[src/rtl/portb_io_ctrl.sv]
// portb_io_ctrl: debounces the four push-buttons and, once per frame, writes them to BRAM
// port B and reads back ball/paddle words into a snapshot that updates all at once.
module portb_io_ctrl #(
    parameter logic [15:0] BTN_ADDR        = 16'h0FF0,
    parameter logic [15:0] BALL_X_ADDR     = 16'h0FF1,
    parameter logic [15:0] BALL_Y_ADDR     = 16'h0FF2,
    parameter logic [15:0] P1_ADDR         = 16'h0FF3,
    parameter logic [15:0] P2_ADDR         = 16'h0FF4,
    parameter logic [15:0] DEBOUNCE_CYCLES = 16'd50000
) (
    input  logic        clk,
    input  logic        reset,
    input  logic [3:0]  btn_raw,
    input  logic        frame_tick,
    input  logic [15:0] q_b,
    output logic [15:0] addr_b,
    output logic [15:0] data_b,
    output logic        we_b,
    output logic [15:0] ball_x,
    output logic [15:0] ball_y,
    output logic [15:0] paddle1_y,
    output logic [15:0] paddle2_y,
    output logic        busy,
    output logic        snapshot_valid
);

    typedef enum logic [2:0] {
        IDLE, WR_BTN, RD_BX, RD_BY, RD_P1, RD_P2, DONE
    } state_t;

    state_t      state;
    state_t      state_next;
    logic        pending;
    logic [3:0]  btn_sync1;
    logic [3:0]  btn_sync2;
    logic [3:0]  btn_db;
    logic [15:0] db_cnt [4];
    logic [15:0] shadow_bx;
    logic [15:0] shadow_by;
    logic [15:0] shadow_p1;

    always_ff @(posedge clk or negedge reset) begin
        if (!reset) begin
            btn_sync1 <= '0;
            btn_sync2 <= '0;
        end else begin
            btn_sync1 <= btn_raw;
            btn_sync2 <= btn_sync1;
        end
    end

    // A bit is accepted only after the synchronized value disagrees with btn_db for
    // DEBOUNCE_CYCLES consecutive cycles; any agreement in between restarts the count.
    always_ff @(posedge clk or negedge reset) begin
        if (!reset) begin
            btn_db <= '0;
            for (int i = 0; i < 4; i++) db_cnt[i] <= '0;
        end else begin
            for (int i = 0; i < 4; i++) begin
                if (btn_sync2[i] == btn_db[i]) begin
                    db_cnt[i] <= '0;
                end else if (db_cnt[i] == DEBOUNCE_CYCLES - 16'd1) begin
                    btn_db[i] <= btn_sync2[i];
                    db_cnt[i] <= '0;
                end else begin
                    db_cnt[i] <= db_cnt[i] + 16'd1;
                end
            end
        end
    end

    always_ff @(posedge clk or negedge reset) begin
        if (!reset) begin
            state   <= IDLE;
            pending <= 1'b0;
        end else begin
            state <= state_next;
            if (state == DONE)
                pending <= 1'b0;
            else if (frame_tick && state != IDLE)
                pending <= 1'b1;
        end
    end

    always_comb begin
        state_next = state;
        addr_b     = 16'h0000;
        we_b       = 1'b0;
        case (state)
            IDLE:   if (frame_tick) state_next = WR_BTN;
            WR_BTN: begin
                addr_b     = BTN_ADDR;
                we_b       = 1'b1;
                state_next = RD_BX;
            end
            RD_BX:  begin
                addr_b     = BALL_X_ADDR;
                state_next = RD_BY;
            end
            RD_BY:  begin
                addr_b     = BALL_Y_ADDR;
                state_next = RD_P1;
            end
            RD_P1:  begin
                addr_b     = P1_ADDR;
                state_next = RD_P2;
            end
            RD_P2:  begin
                addr_b     = P2_ADDR;
                state_next = DONE;
            end
            DONE:   state_next = (pending || frame_tick) ? WR_BTN : IDLE;
            default: state_next = IDLE;
        endcase
    end

    assign data_b         = {12'b0, btn_db};
    assign busy           = (state != IDLE);
    assign snapshot_valid = (state == DONE);

    // Read data lags the address by one cycle, so each state captures the word
    // requested by the state before it; the visible outputs move together in DONE.
    always_ff @(posedge clk or negedge reset) begin
        if (!reset) begin
            shadow_bx <= '0;
            shadow_by <= '0;
            shadow_p1 <= '0;
            ball_x    <= '0;
            ball_y    <= '0;
            paddle1_y <= '0;
            paddle2_y <= '0;
        end else begin
            case (state)
                RD_BY: shadow_bx <= q_b;
                RD_P1: shadow_by <= q_b;
                RD_P2: shadow_p1 <= q_b;
                DONE: begin
                    ball_x    <= shadow_bx;
                    ball_y    <= shadow_by;
                    paddle1_y <= shadow_p1;
                    paddle2_y <= q_b;
                end
                default: ;
            endcase
        end
    end

endmodule

[config.mk]
export PLATFORM = sky130hd
export DESIGN_NAME = portb_io_ctrl
export DESIGN_NICKNAME = d
export VERILOG_FILES = /design/src/rtl/portb_io_ctrl.sv
export SDC_FILE = /design/constraint.sdc
export NUM_CORES = 1
export LEC_CHECK = 0
export ABC_AREA = 1
export ABC_CLOCK_PERIOD_IN_PS = 1580
export CORE_MARGIN = 1.5
export CORE_UTILIZATION = 51
export CTS_BUF_LIST = sky130_fd_sc_hd__clkbuf_4 sky130_fd_sc_hd__clkbuf_8
export CTS_CLUSTER_DIAMETER = 200
export DETAILED_ROUTE_END_ITERATION = 10
export PLACE_DENSITY_LB_ADDON = 0.12
export SLEW_MARGIN = 25
export SYNTH_ARGS = -nofsm -noshare
export SYNTH_HDL_FRONTEND = slang
export SYNTH_SLANG_ARGS = --single-unit
export TNS_END_PERCENT = 5
[constraint.sdc]
create_clock -name clk -period 1.58 [get_ports clk]
set_clock_uncertainty 0.15 [all_clocks]
set_input_delay 0.316 -clock clk [delete_from_list [all_inputs] [get_ports clk]]
set_output_delay 0.316 -clock clk [all_outputs]
set_load 0.01 [all_outputs]
Word level (Yosys, flattened, before mapping)
Index checks and enable logic that the tools add are counted.
{"block": "word_totals", "regBits": 192, "out_inout_bits": 99}
{"block": "classes", "reduce_logical": 9, "bitwise": 4, "n_eq_ne": 15, "addsub": 4, "mux": 15}
{"cell": "2-to-1 mux 16 bit", "n": 8}
{"cell": "adder 16 x 1 -> 16 bit (second input constant)", "n": 4}
{"cell": "== test 16 bit (second input constant)", "n": 4}
{"cell": "one-hot mux 12 bit (5 select lines)", "n": 1}
{"cell": "one-hot mux 3 bit (7 select lines)", "n": 1}
{"cell": "== test 3 bit (second input constant)", "n": 3}
{"cell": "AND reduction 2 bit", "n": 4}
{"cell": "== test 3 x 2 -> 1 bit (second input constant)", "n": 2}
{"cell": "== test 1 bit", "n": 4}
{"cell": "2-to-1 mux 1 bit", "n": 4}
{"cell": "NOT 1 bit", "n": 4}
{"cell": "== test 3 x 1 -> 1 bit (second input constant)", "n": 1}
{"cell": "zero test 3 bit", "n": 1}
{"cell": "2-to-1 mux 3 bit", "n": 1}
{"cell": "nonzero test 3 bit", "n": 1}
{"cell": "inequality test 2 bit (second input constant)", "n": 1}
{"cell": "nonzero test 2 bit", "n": 1}
{"cell": "logical AND 1 bit", "n": 1}
{"cell": "logical OR 1 bit", "n": 1}

Depth between registers and ports, before layout
{"block": "depth", "word_depth": 4, "depth_mapped": 8, "ltp_nobuf": 8}

Worst setup path after synthesis
No wires, ideal clock.
{"block": "synth_path", "kind": "flip-flop to output port", "from": "register state[1]", "to": "output port addr_b[10]", "arrival_ns": 1.304, "setup_slack_ns": -0.190, "stages_incl_launch_ff": 5, "n_path_buf": 1, "cell_sequence": "dfrtp_1 > nand2_1 > inv_1 > a21oi_1 > buf_4"}
{"block": "synth_between", "elab_chain_len": 2}
{"element": "from (decl)", "line": "31", "text": "state_t state;"}
{"element": "from (signal assigned)", "line": "77", "text": "state <= state_next;"}
{"element": "== test 3 bit (tied with other cells)", "line": "89", "text": "case (state)"}
{"element": "one-hot mux 12 bit (5 select lines) (*)", "line": "89"}
{"element": "to (decl)", "line": "16", "text": "output logic [15:0] addr_b,"}
Every way passes the cells marked *; elsewhere a longest branch is shown, timed or not.

Worst setup path in the final report
{"block": "layout_path", "from": "register state[0]", "to": "output port addr_b[1]"}
Same word-level chain as after synthesis.

==> flow_summary_export.csv <==
group,metric,value,unit
worst_setup_path,setup.worst_path.start_class,"flop",
worst_setup_path,critical_path.max_fanout,3,
clock_network,path_clk_slew,0.10,ns
placed_design,gp_congestion,0.880,
routing,vias,6756,
power_and_ir_drop,total_power,16.0,mW
routing,firstDrtPassIters,5,
worst_setup_path,cp_top_family,"flip-flops",
worst_setup_path,critPathCaptureType,"output pin",
routing,drc,0,
sta,fmax,503,MHz
routing,detail-route-antenna-nets,0,
routing,via_per_inst,4.84,
routing,top_layer,"met4",
power_and_ir_drop,combPwrFrac,33.6,%
worst_setup_path,crit_type,"flop to output pin",
cells_and_area,drive_gt1_share,20.2,%
sta,slew_violations,0,
die,coreArea,0.0165,mm^2
clock_network,htreeDepth,4,
placed_design,dp.cells,1357,
power_and_ir_drop,p_per_area,1540,mW/mm^2
sta,whs,0.123,ns
die,ios,122,
yosys,synth-edff-count,0,
yosys,synth_common_cells,"nand2_1, dfrtp_1, nor2_1",
sta,finalHoldViolations,0,
yosys,syn_area,0.00856,mm^2
clock_network,cts_made_buffers,17,
die,die_area,0.0176,mm^2
power_and_ir_drop,p_sw_share,36.5,%
clock_network,cts_tree,"built",
cells_and_area,layout.cells.non_filler,1395,
yosys,synth.area.top_cells,"dfrtp_1, nand2_1, nor2_1",
cells_and_area,final_util,63.2,%
routing,wl_met1,8.83,mm
die,die_x,133,um
yosys,synth_flop_cell,"dfrtp_1",
power_and_ir_drop,seq_power_share,45.4,%
worst_setup_path,slowest_stage,"dfrtp_1",
routing,drt_iter0_markers,404,
clock_network,clk_latency,0.48,ns
cells_and_area,final_cell_area,0.0104,mm^2
placed_design,portBuffers,104,
run_status,status,"finished with violations",
yosys,synthDistinctLibCells,27,
worst_setup_path,required,1.11,ns
yosys,yosysTopAreaCellShare,56.1,%
routing,totalWireLength,19.2,mm
yosys,postSynth.asyncResetShare,100,%
worst_hold_path,min_path_type,"input port to flop",
worst_setup_path,crit_chain,"buf_6 > nor2_4 > buf_6 > nand2_2 > nand2_1 > buf_2",
worst_setup_path,max_stage_delay,0.41,ns
worst_setup_path,critPathMostFrequentCell,"buf_6",
worst_setup_path,cp.arrival,1.52,ns
grt,antenna_found_initial,0,
grt,overflow,0,
power_and_ir_drop,vdd_drop_max,1.26,mV
worst_setup_path,path_buf_inv,3,
grt,grt.total_usage,23.3,%
clock_network,clk_path_buf_depth,2,
sta,period_needed,1.99,ns
power_and_ir_drop,leakagePower,5.38,nW
run,cap_violations,0,
die,num_rows,47,
grt,grt_pass1_vias,6586,
die,die_h,133,um
power_and_ir_drop,p_clk_share,21.0,%
routing,wl_per_cell,13.8,um
die,start_util,52.0,%
yosys,syn_avg_cell_area,8.50,um^2
run_status,violations,"setup timing",
placed_design,placed_cell_area,0.0101,mm^2
placed_design,dp_hpwl,13.5,mm
yosys,yosysMostFrequentCell,"nand2_1",
cells_and_area,finalNetCount,1189,
grt,grt_max_degree,42,
clock_network,clockRootBuffer,"clkbuf_8",
grt,grt_first_pass_wirelength,32.4,mm
cells_and_area,syn_to_final_growth,21.6,%
cells_and_area,diodes,0,
routing,wl_met3,1.21,mm
sta,setup_viol,79,
yosys,syn_inst,1007,
yosys,yosys.area.top_type,"dfrtp_1",
yosys,synth_warnings,0,
sta,fin_ws,-0.406,ns
sta,final.period_utilization,126,%
sta,grt_setup_unrepaired,"yes",
power_and_ir_drop,p_int,10.1,mW
power_and_ir_drop,p_sw,5.84,mW
clock_network,clock_sinks,192,
yosys,yosysSeqAreaShare,56.1,%
yosys,ys_ff_latch,192,
routing,met2_length,8.91,mm
## final timing paths
check	from	endpoint	depth (start not counted)	slack, ns
max	state[0]$_DFFE_PN0P_	addr_b[1]	6	-0.41
min	btn_raw[3]	btn_sync1[3]$_DFF_PN0_	1	0.12
max reg2reg	state[1]$_DFFE_PN0P_	paddle2_y[2]$_DFFE_PN0P_	9	-0.11
min reg2reg	btn_sync1[1]$_DFF_PN0_	btn_sync2[1]$_DFF_PN0_	0	0.21
max in group asynchronous	reset	paddle1_y[8]$_DFFE_PN0P_	3	0.63
min in group asynchronous	reset	db_cnt[53]$_DFF_PN0_	2	0.15
## flip-flops by register name, summed over array words and instances, names as in the netlist
register   cells
ball_x        16
ball_y        16
btn_db         4
btn_sync1      4
btn_sync2      4
db_cnt        64
paddle1_y     16
paddle2_y     16
pending        1
shadow_bx     16
shadow_by     16
shadow_p1     16
state          3
## power by group through the flow
stage	registers, mW	logic [mW]	clock network (mW)
2_1_floorplan	7.50	2.74	0
3_3_place_gp	7.32	5.81	0
3_5_place_dp	7.33	5.95	0
4_1_cts	7.25	5.43	3.45
5_1_grt	7.43	6.01	3.67
6_report	7.26	5.37	3.36
## kinds of logic (layout without fill, tap and decap cells)
| group | count (synthesis) | after routing | share of synthesized area [%] |
|---|---|---|---|
| adder cells (fa/ha/maj) | 4 | 4 | 0.585 |
| other | 1 | 17 | 0.0438 |
| flip-flops | 192 | 192 | 56.1 |
| XOR/XNOR | 29 | 29 | 3.14 |
| buffers and inverters | 144 | 296 | 8.05 |
| AND/OR/NAND/NOR | 552 | 552 | 26.4 |
| AO/OA/AOI/OAI | 85 | 85 | 5.69 |
## metrics by stage
| stage | TNS (ns) | setup slack (ns) |
|---|---|---|
| 6_report | -9.18 | -0.406 |
| 5_1_grt | -16.88 | -0.499 |
| 4_1_cts | -9.48 | -0.437 |
| 3_5_place_dp | -9.03 | -0.322 |
| 3_3_place_gp | -7.54 | -0.262 |
| 2_1_floorplan | 0 | 0.0111 |
## cells in the final DEF (no fill, tap or decap), types with 3 or more instances in the layout
| master | Yosys | routed |
|---|---|---|
| inv_2 | 4 | 3 |
| buf_4 | 24 | 46 |
| clkbuf_8 | 0 | 18 |
| dfrtp_1 | 192 | 189 |
| o21ai_0 | 33 | 32 |
| nand3_2 | 2 | 3 |
| inv_8 | 0 | 4 |
| nor3_1 | 13 | 12 |
| inv_1 | 94 | 92 |
| nor2_1 | 139 | 135 |
| nor3_4 | 0 | 5 |
| buf_6 | 5 | 9 |
| xnor2_1 | 13 | 13 |
| clkdlybuf4s50_1 | 0 | 21 |
| nand2_4 | 0 | 5 |
| buf_2 | 16 | 79 |
| nor3_2 | 7 | 3 |
| clkinv_4 | 0 | 4 |
| nand2_1 | 328 | 320 |
| o21ai_1 | 19 | 20 |
| nor2_4 | 1 | 3 |
| xor2_1 | 14 | 14 |
| conb_1 | 1 | 17 |
| nand4_1 | 14 | 14 |
| buf_12 | 0 | 9 |
| dfrtp_2 | 0 | 3 |
| o21ai_2 | 16 | 16 |
| a21oi_1 | 16 | 15 |
| nand3_1 | 41 | 39 |
| nand2_2 | 6 | 9 |
## metal layers
layer  track usage (%)  vias to the layer above
met3              6.70                       21
li1                  -                     3391
met1              32.2                     3182
met5                 0                        -
met2              36.2                      162
met4              6.59                        0
## final cells by class
class	count	area, um^2
Inverter	98	380
Clock buffer	18	241
Multi-Input combinational cell	687	3270
Fill cell	1463	6060
Clock inverter	14	175
Timing Repair Buffer	166	1260
Tap cell	220	275
Sequential cell	192	4810
## worst register-to-register path, stage by stage (launching register included)
cell,delay (ns)
dfrtp_2,0.43
buf_6,0.11
nand2_4,0.04
buf_4,0.14
nor2_4,0.14
buf_12,0.19
inv_8,0.06
buf_12,0.16
nand2_1,0.10
o21ai_1,0.06
## repair_timing
item | in CTS | in global routing
cloned | 0 | 0
buffers inserted | 5 | 0
hold buffers | 1 | 0
pin swaps | 1 | 0
hold endpoints to repair | 192 | 0
setup endpoints to repair | 153 | 163
gates resized for setup | 359 | 24
Note: power is estimated with default switching activity, not from simulation.
